### config.mk
export PLATFORM = sky130hd
export DESIGN_NAME = landing_gear_array_ctrl_flat
export DESIGN_NICKNAME = d
export VERILOG_FILES = /design/src/rtl/landing_gear_pkg.sv /design/src/rtl/landing_gear_array_ctrl_if.sv /design/src/rtl/gear_cycle_timer.sv /design/src/rtl/landing_gear_array_ctrl.sv /design/src/flat_wrapper.sv
export SDC_FILE = /design/constraint.sdc
export NUM_CORES = 1
export LEC_CHECK = 0
export BUFFER_PORTS_ARGS = -buffer_cell sky130_fd_sc_hd__buf_2
export CORE_ASPECT_RATIO = 0.9
export CORE_MARGIN = 2
export CORE_UTILIZATION = 35
export CTS_CLUSTER_SIZE = 25
export DETAILED_ROUTE_END_ITERATION = 12
export SETUP_SLACK_MARGIN = 0.05
export SYNTH_ARGS = -nofsm -noshare
export SYNTH_HDL_FRONTEND = slang
export SYNTH_SLANG_ARGS = --single-unit
### constraint.sdc
create_clock -name Clock -period 2.42 [get_ports Clock]
set_input_delay 0.726 -clock Clock [delete_from_list [all_inputs] [get_ports Clock]]
set_output_delay 0.726 -clock Clock [all_outputs]
set_load 0.03 [all_outputs]
### src/rtl/landing_gear_pkg.sv
// Shared types for the multi-leg landing gear controller.
// Holds the state encoding (TAXI must stay 0) and the lever polarity.
package landing_gear_pkg;

    typedef enum logic [2:0] {
        TAXI  = 3'd0,
        TUP   = 3'd1,
        TDN   = 3'd2,
        GOUP  = 3'd3,
        FLYUP = 3'd4,
        GODN  = 3'd5,
        FLYDN = 3'd6,
        FAULT = 3'd7
    } gear_state_e;

    localparam logic LEVER_DN = 1'b1;
    localparam logic LEVER_UP = 1'b0;

endpackage

### src/rtl/landing_gear_array_ctrl_if.sv
// Cockpit/sensor inputs and pump/valve/indicator outputs of the gear controller.
// The controller uses the slave side; the cockpit/harness side uses master.
interface landing_gear_array_ctrl_if #(
    parameter int N_LEGS = 3
);
    logic [N_LEGS-1:0] GearIsDown;
    logic [N_LEGS-1:0] GearIsUp;
    logic              PlaneOnGround;
    logic              Lever;
    logic              RedLED;
    logic              GrnLED;
    logic              Valve;
    logic              Pump;
    logic              Fault;
    logic [N_LEGS-1:0] FaultLegs;
    logic [2:0]        StateOut;

    modport master (
        output GearIsDown, GearIsUp, PlaneOnGround, Lever,
        input  RedLED, GrnLED, Valve, Pump, Fault, FaultLegs, StateOut
    );

    modport slave (
        input  GearIsDown, GearIsUp, PlaneOnGround, Lever,
        output RedLED, GrnLED, Valve, Pump, Fault, FaultLegs, StateOut
    );
endinterface

### src/rtl/gear_cycle_timer.sv
// Loadable saturating counter: counts toward TERMINAL (up or down) and holds there.
// done is asserted while the count sits at TERMINAL.
module gear_cycle_timer #(
    parameter int          WIDTH    = 4,
    parameter bit          COUNT_UP = 1'b1,
    parameter int unsigned TERMINAL = 15
) (
    input  logic             clk,
    input  logic             rst,
    input  logic             load,
    input  logic [WIDTH-1:0] load_val,
    output logic             done
);
    logic [WIDTH-1:0] cnt_q, cnt_d;

    assign done = (cnt_q == WIDTH'(TERMINAL));

    always_comb begin
        cnt_d = cnt_q;
        if (load) begin
            cnt_d = load_val;
        end else if (!done) begin
            cnt_d = COUNT_UP ? cnt_q + WIDTH'(1) : cnt_q - WIDTH'(1);
        end
    end

    always_ff @(posedge clk) begin
        if (rst) cnt_q <= '0;
        else     cnt_q <= cnt_d;
    end
endmodule

### src/rtl/landing_gear_array_ctrl.sv
// Multi-leg landing gear sequencer with lift-off hold, transit watchdog and
// per-leg sensor-conflict detection; any fault latches and forces extension.
module landing_gear_array_ctrl
    import landing_gear_pkg::*;
#(
    parameter int N_LEGS        = 3,
    parameter int TAXI_HOLD     = 4,
    parameter int TRANSIT_LIMIT = 16
) (
    input  logic                     Clock,
    input  logic                     Clear,
    landing_gear_array_ctrl_if.slave bus
);
    localparam int HOLD_W = $clog2(TAXI_HOLD + 1);
    localparam int WD_W   = $clog2(TRANSIT_LIMIT);

    gear_state_e       state_q, state_d;
    logic [N_LEGS-1:0] fault_legs_q, fault_legs_d;
    logic [N_LEGS-1:0] conflict;
    logic              all_up, all_down, lever_dn;
    logic              hold_done, wd_done, in_transit;

    assign all_up     = &bus.GearIsUp;
    assign all_down   = &bus.GearIsDown;
    assign conflict   = bus.GearIsUp & bus.GearIsDown;
    assign lever_dn   = (bus.Lever == LEVER_DN);
    assign in_transit = (state_q == GOUP) || (state_q == GODN);

    // Hold timer is reloaded every TAXI cycle, so a TUP/TDN swap keeps counting down.
    gear_cycle_timer #(.WIDTH(HOLD_W), .COUNT_UP(1'b0), .TERMINAL(0)) u_hold (
        .clk      (Clock),
        .rst      (Clear),
        .load     (state_q == TAXI),
        .load_val (HOLD_W'(TAXI_HOLD - 1)),
        .done     (hold_done)
    );

    // Watchdog sits at zero outside transit, so it starts from zero on every entry.
    gear_cycle_timer #(.WIDTH(WD_W), .COUNT_UP(1'b1), .TERMINAL(TRANSIT_LIMIT - 1)) u_wd (
        .clk      (Clock),
        .rst      (Clear),
        .load     (!in_transit),
        .load_val ('0),
        .done     (wd_done)
    );

    always_comb begin
        state_d      = state_q;
        fault_legs_d = fault_legs_q;
        if (state_q != FAULT && |conflict) begin
            state_d      = FAULT;
            fault_legs_d = conflict;
        end else begin
            unique case (state_q)
                TAXI:  if (!bus.PlaneOnGround) state_d = lever_dn ? TDN : TUP;
                TUP:   if (bus.PlaneOnGround) state_d = TAXI;
                       else if (hold_done)    state_d = GOUP;
                       else if (lever_dn)     state_d = TDN;
                TDN:   if (bus.PlaneOnGround) state_d = TAXI;
                       else if (hold_done)    state_d = FLYDN;
                       else if (!lever_dn)    state_d = TUP;
                GOUP:  if (all_up) state_d = FLYUP;
                       else if (wd_done) begin
                           state_d      = FAULT;
                           fault_legs_d = ~bus.GearIsUp;
                       end
                FLYUP: if (lever_dn) state_d = GODN;
                GODN:  if (all_down) state_d = FLYDN;
                       else if (wd_done) begin
                           state_d      = FAULT;
                           fault_legs_d = ~bus.GearIsDown;
                       end
                FLYDN: if (bus.PlaneOnGround) state_d = TAXI;
                       else if (!lever_dn)    state_d = GOUP;
                FAULT: state_d = FAULT;
                default: state_d = FAULT;
            endcase
        end
    end

    always_ff @(posedge Clock) begin
        if (Clear) begin
            state_q      <= TAXI;
            fault_legs_q <= '0;
        end else begin
            state_q      <= state_d;
            fault_legs_q <= fault_legs_d;
        end
    end

    // FAULT keeps pumping on the extend path until every leg reports down.
    assign bus.RedLED    = in_transit || (state_q == FAULT);
    assign bus.GrnLED    = (state_q == TAXI) || (state_q == TUP) || (state_q == TDN) ||
                           (state_q == FLYDN) || ((state_q == FAULT) && all_down);
    assign bus.Pump      = in_transit || ((state_q == FAULT) && !all_down);
    assign bus.Valve     = (state_q == GOUP);
    assign bus.Fault     = (state_q == FAULT);
    assign bus.FaultLegs = fault_legs_q;
    assign bus.StateOut  = state_q;
endmodule

### src/flat_wrapper.sv
// flat-port wrapper written by rule: the top's interface ports become plain ports
module landing_gear_array_ctrl_flat import landing_gear_pkg::*;
#(
    parameter int N_LEGS        = 3,
    parameter int TAXI_HOLD     = 4,
    parameter int TRANSIT_LIMIT = 16
)
  (Clock, Clear, bus_GearIsDown, bus_GearIsUp, bus_PlaneOnGround, bus_Lever, bus_RedLED, bus_GrnLED, bus_Valve, bus_Pump, bus_Fault, bus_FaultLegs, bus_StateOut);
  landing_gear_array_ctrl_if #(.N_LEGS(N_LEGS)) bus_i ();
  input  logic Clock;
  input  logic Clear;
  input wire logic [$bits(bus_i.GearIsDown)-1:0] bus_GearIsDown;
  input wire logic [$bits(bus_i.GearIsUp)-1:0] bus_GearIsUp;
  input wire logic [$bits(bus_i.PlaneOnGround)-1:0] bus_PlaneOnGround;
  input wire logic [$bits(bus_i.Lever)-1:0] bus_Lever;
  output wire logic [$bits(bus_i.RedLED)-1:0] bus_RedLED;
  output wire logic [$bits(bus_i.GrnLED)-1:0] bus_GrnLED;
  output wire logic [$bits(bus_i.Valve)-1:0] bus_Valve;
  output wire logic [$bits(bus_i.Pump)-1:0] bus_Pump;
  output wire logic [$bits(bus_i.Fault)-1:0] bus_Fault;
  output wire logic [$bits(bus_i.FaultLegs)-1:0] bus_FaultLegs;
  output wire logic [$bits(bus_i.StateOut)-1:0] bus_StateOut;
  assign bus_i.GearIsDown = bus_GearIsDown;
  assign bus_i.GearIsUp = bus_GearIsUp;
  assign bus_i.PlaneOnGround = bus_PlaneOnGround;
  assign bus_i.Lever = bus_Lever;
  assign bus_RedLED = bus_i.RedLED;
  assign bus_GrnLED = bus_i.GrnLED;
  assign bus_Valve = bus_i.Valve;
  assign bus_Pump = bus_i.Pump;
  assign bus_Fault = bus_i.Fault;
  assign bus_FaultLegs = bus_i.FaultLegs;
  assign bus_StateOut = bus_i.StateOut;
  landing_gear_array_ctrl #(.N_LEGS(N_LEGS), .TAXI_HOLD(TAXI_HOLD), .TRANSIT_LIMIT(TRANSIT_LIMIT)) u_core (.Clock(Clock), .Clear(Clear), .bus(bus_i));
endmodule
==> impl_summary.txt <==
----------------------------------------------------
[Synth]
  Yosys warns ... 0
  Primary FF master, synth ... dfxtp_1
  Post-Syn Instances ... roughly 130
  Mean Syn Cell Area ... roughly 7.7 µm²
  Part of the Yosys area used for sequential elements ... between 20% and 30%
  Unique masters post-synth ... 45
  Fraction of synthesis flops using an asynchronous set or reset pin ... 0%
  Post-synth EDFFs ... 0
  Nets in the synthesized netlist ... between 100 and 150
  Combined area of all synthesized cells ... just under 1000 µm²
  Flip-flop and latch count after synthesis ... 13

[Timing]
  Min cycle time layout ... between 2 and 2.5 ns
  Transition time at the pin with the least slew margin ... roughly 0.47 ns
  Maximum achievable frequency ... approximately 430 MHz
  Final setup violation count ... 0
  Worst slew margin ... 68.6%
  Final Hold Viols ... 0
  Setup skew after layout ... 0.0144 ns
  Share of the clock period used by the worst path ... between 90% and 100%
  TNS Setup ... 0 ns
  Final number of max-transition violations ... 0
  Unrepaired setup endpoints after global routing ... false

[Worst setup path]
  Setup crit start kind ... input pin
  Class of the most critical setup path ... input pin to output pin
  Slack of the worst reg-to-reg path ... between 0.6 and 0.7 ns
  Kind of capture point of the worst setup path ... output pin
  CP arrival ... 1.60 ns
  CP required ... between 1.5 and 2 ns
  End of the worst register-to-register path ... u_core.bus.FaultLegs[2]
  CP max FO ... 5
  Startpoint of the lowest-slack register-to-register path ... u_core.u_wd.cnt_q[0]
  Depth of the most critical reg-to-reg path ... 5

[Route]
  DR vias ... ~1,000
  Avg WL per Cell ... around 14 µm
  Routed vias/inst ... about 5.4
  DRC Markers ... 0
  Pre-antenna DRT Iters ... 4
  Antenna-violating nets left ... 0
  Wirelength, routed ... approximately 2600 µm
  Violation count after the first detailed-route iteration ... 56

[Placed design]
  Last weighted congestion value of the routability-driven placer ... ~0.84
  Final HPWL DP ... between 1500 and 2000 µm
  # placed instances ... 186
  Input/output buffers ... 20
  Placed Area ... around 1100 µm²

[Die]
  Count of boundary I/O pins ... 21
  Die span in x ... 60.0 µm
  Area of the die ... about 3300 µm²
  Starting utilization of the core area ... a little over a third
  Area of the core region ... approximately 2700 µm²
  Chip height ... 54.4 µm
  Rows ... 18

[Global route]
  Vias in the first global route ... around 940
  Global-route wire length before repair ... approximately 4300 µm
  Total routing usage reported by global routing ... between 10% and 20%
  GRT overflow ... 0
  Pin count of the biggest net entering global routing ... 19
  Antenna violations before repair ... 0

[Cells and area]
  Final antenna diode count ... 0
  Number of filler cells placed in the layout ... about 300
  Fraction of layout cells with a size suffix above 1 ... roughly a fifth
  Finished Cell Area ... between 1000 and 1500 µm²
  Final Instance Count excl. Fillers ... 190
  Total Nets Final ... ~160
  Synthesis-to-finish area growth ... 17.5%

[Clock network]
  H-tree lvl count ... 1
  TritonCTS clock tree ... built
  Total number of clock tree sinks ... 13
  Number of buffers inserted for hold repair after clock tree synthesis ... 0
  Register clock-pin slew on the reported worst setup and hold paths ... ~0.10 ns
  CTS root buf ... clkbuf_4
  Clock Path Buffers ... 2
  Num CTS Buffers ... 3
  Later-pin clock latency in the skew report ... around 0.29 ns

[Power and ir drop]
  Static leakage power ... ~0.52 nW
  Worst VDD drop ... 0.000259 V
  Power density of the placed cells ... a little under 800 nW/µm²

[Min path]
  Worst Hold Endpoint ... u_core.bus.FaultLegs[0]
  Worst min-delay path startpoint ... u_core.bus.FaultLegs[0]
  Worst hold path type ... flop to flop
  Hold path depth ... 2

[Job]
  Number of max-cap violations ... 0

[Run status]
  Result of the run ... finished, final reports clean

----------------------------------------------------
## flip-flops by register name (all words and copies together), names as in the netlist
register              flops
u_core.bus.FaultLegs      3
u_core.u_hold.cnt_q       3
u_core.u_wd.cnt_q         4
u_core.bus.StateOut       3
## cell usage after synthesis (all sizes together), types with 2 or more instances
| cell | n | area (µm²) |
|---|---|---|
| nand3b | 2 | 15.0 |
| nor3b | 2 | 15.0 |
| ha | 3 | 37.5 |
| or2 | 2 | 12.5 |
| buf | 4 | 26.3 |
| and3 | 5 | 32.5 |
| a2111oi | 2 | 20.0 |
| nor4 | 2 | 12.5 |
| nand2 | 10 | 37.5 |
| nor2b | 2 | 12.5 |
| mux2i | 4 | 40.0 |
| nor2 | 13 | 48.8 |
| o211ai | 2 | 15.0 |
| clkbuf | 2 | 7.51 |
| a21o | 2 | 15.0 |
| nor3 | 4 | 20.0 |
| a311oi | 2 | 17.5 |
| inv | 5 | 18.8 |
| nand2b | 7 | 43.8 |
| a211o | 2 | 17.5 |
| xor2 | 2 | 17.5 |
| nand3 | 4 | 20.0 |
| dfxtp | 13 | 260 |
| o21ai | 7 | 35.0 |
| a21oi | 8 | 40.0 |
## layout by cell type, fill, tap and decap left out, types with 5 or more instances in the layout
cell	synthesis	routed
a21oi_1	8	8
buf_2	3	20
dfxtp_1	13	12
inv_1	5	5
nand2_1	10	10
nand2b_1	7	7
nor2_1	13	13
o21ai_0	7	7
## worst max-delay path, stage by stage
cell,delay (ns)
buf_2,0.12
and3_1,0.25
nand2_1,0.09
nand2_1,0.06
a21o_1,0.18
buf_2,0.17
## metrics by stage
stage                     total power (W)  setup slack, ns  utilization, %  hold slack (ns)
final                            0.000907           0.0975            42.6            0.478
after global routing             0.000993           0.0555            42.6            0.515
after CTS                        0.000913           0.0872            42.6            0.480
after detailed placement         0.000757            0.100            41.6            0.465
after global placement           0.000747            0.127            41.6            0.443
after floorplan                  0.000647            0.240               -            0.490
## routing by layer
metal | vias to the layer above | global-route usage, % | wire, µm
li1 | 520 | - | -
met1 | 487 | 22.3 | 1240
met2 | 20 | 30.4 | 1230
met3 | 2 | 4.49 | 82
met4 | 0 | 5.56 | 19
met5 | - | 0 | 0
## layout make-up
cell class	instances	area (µm²)	share of cell area, %
multi-input combinational	105	681	58.6
sequential	13	262	22.5
timing repair buffer	23	123	10.6
tap	40	50.0	4.31
clock buffer	3	22.5	1.94
inverter	5	18.8	1.62
clock inverter	1	5.00	0.431
## timing repair
item	CTS	global route
buffers inserted	0	0
endpoints found under the hold margin	0	0
gates resized for setup	0	1
setup endpoints to repair	0	2
## report_power, final
group | total [W] | internal [W] | switching [W]
logic | 0.000472 | 0.000183 | 0.000289
registers | 0.000290 | 0.000255 | 0.0000349
clock network | 0.000145 | 0.0000615 | 0.0000839
## kinds of logic after synthesis
group	count (synthesis)	synth area share [%]
DFF	13	26.3
buffers and inverters	11	5.32
AOI/OAI and AO/OA	39	28.4
muxes	4	4.05
xor gates and xnor gates	3	2.66
and+or+nand+nor	56	29.5
adders and majority gates	3	3.80
## worst max path at each step
stage          cells past startpoint    endpoint         startpoint  slack, ns
6_report                           6  bus_GrnLED  bus_GearIsDown[2]        0.1
5_1_grt                            6  bus_GrnLED  bus_GearIsDown[2]       0.06
4_1_cts                            6  bus_GrnLED  bus_GearIsDown[2]       0.09
3_5_place_dp                       6  bus_GrnLED  bus_GearIsDown[2]       0.10
3_3_place_gp                       6  bus_GrnLED  bus_GearIsDown[2]       0.13
2_1_floorplan                      2    bus_Pump  bus_GearIsDown[2]       0.24
(Power assumes the default switching activity.)
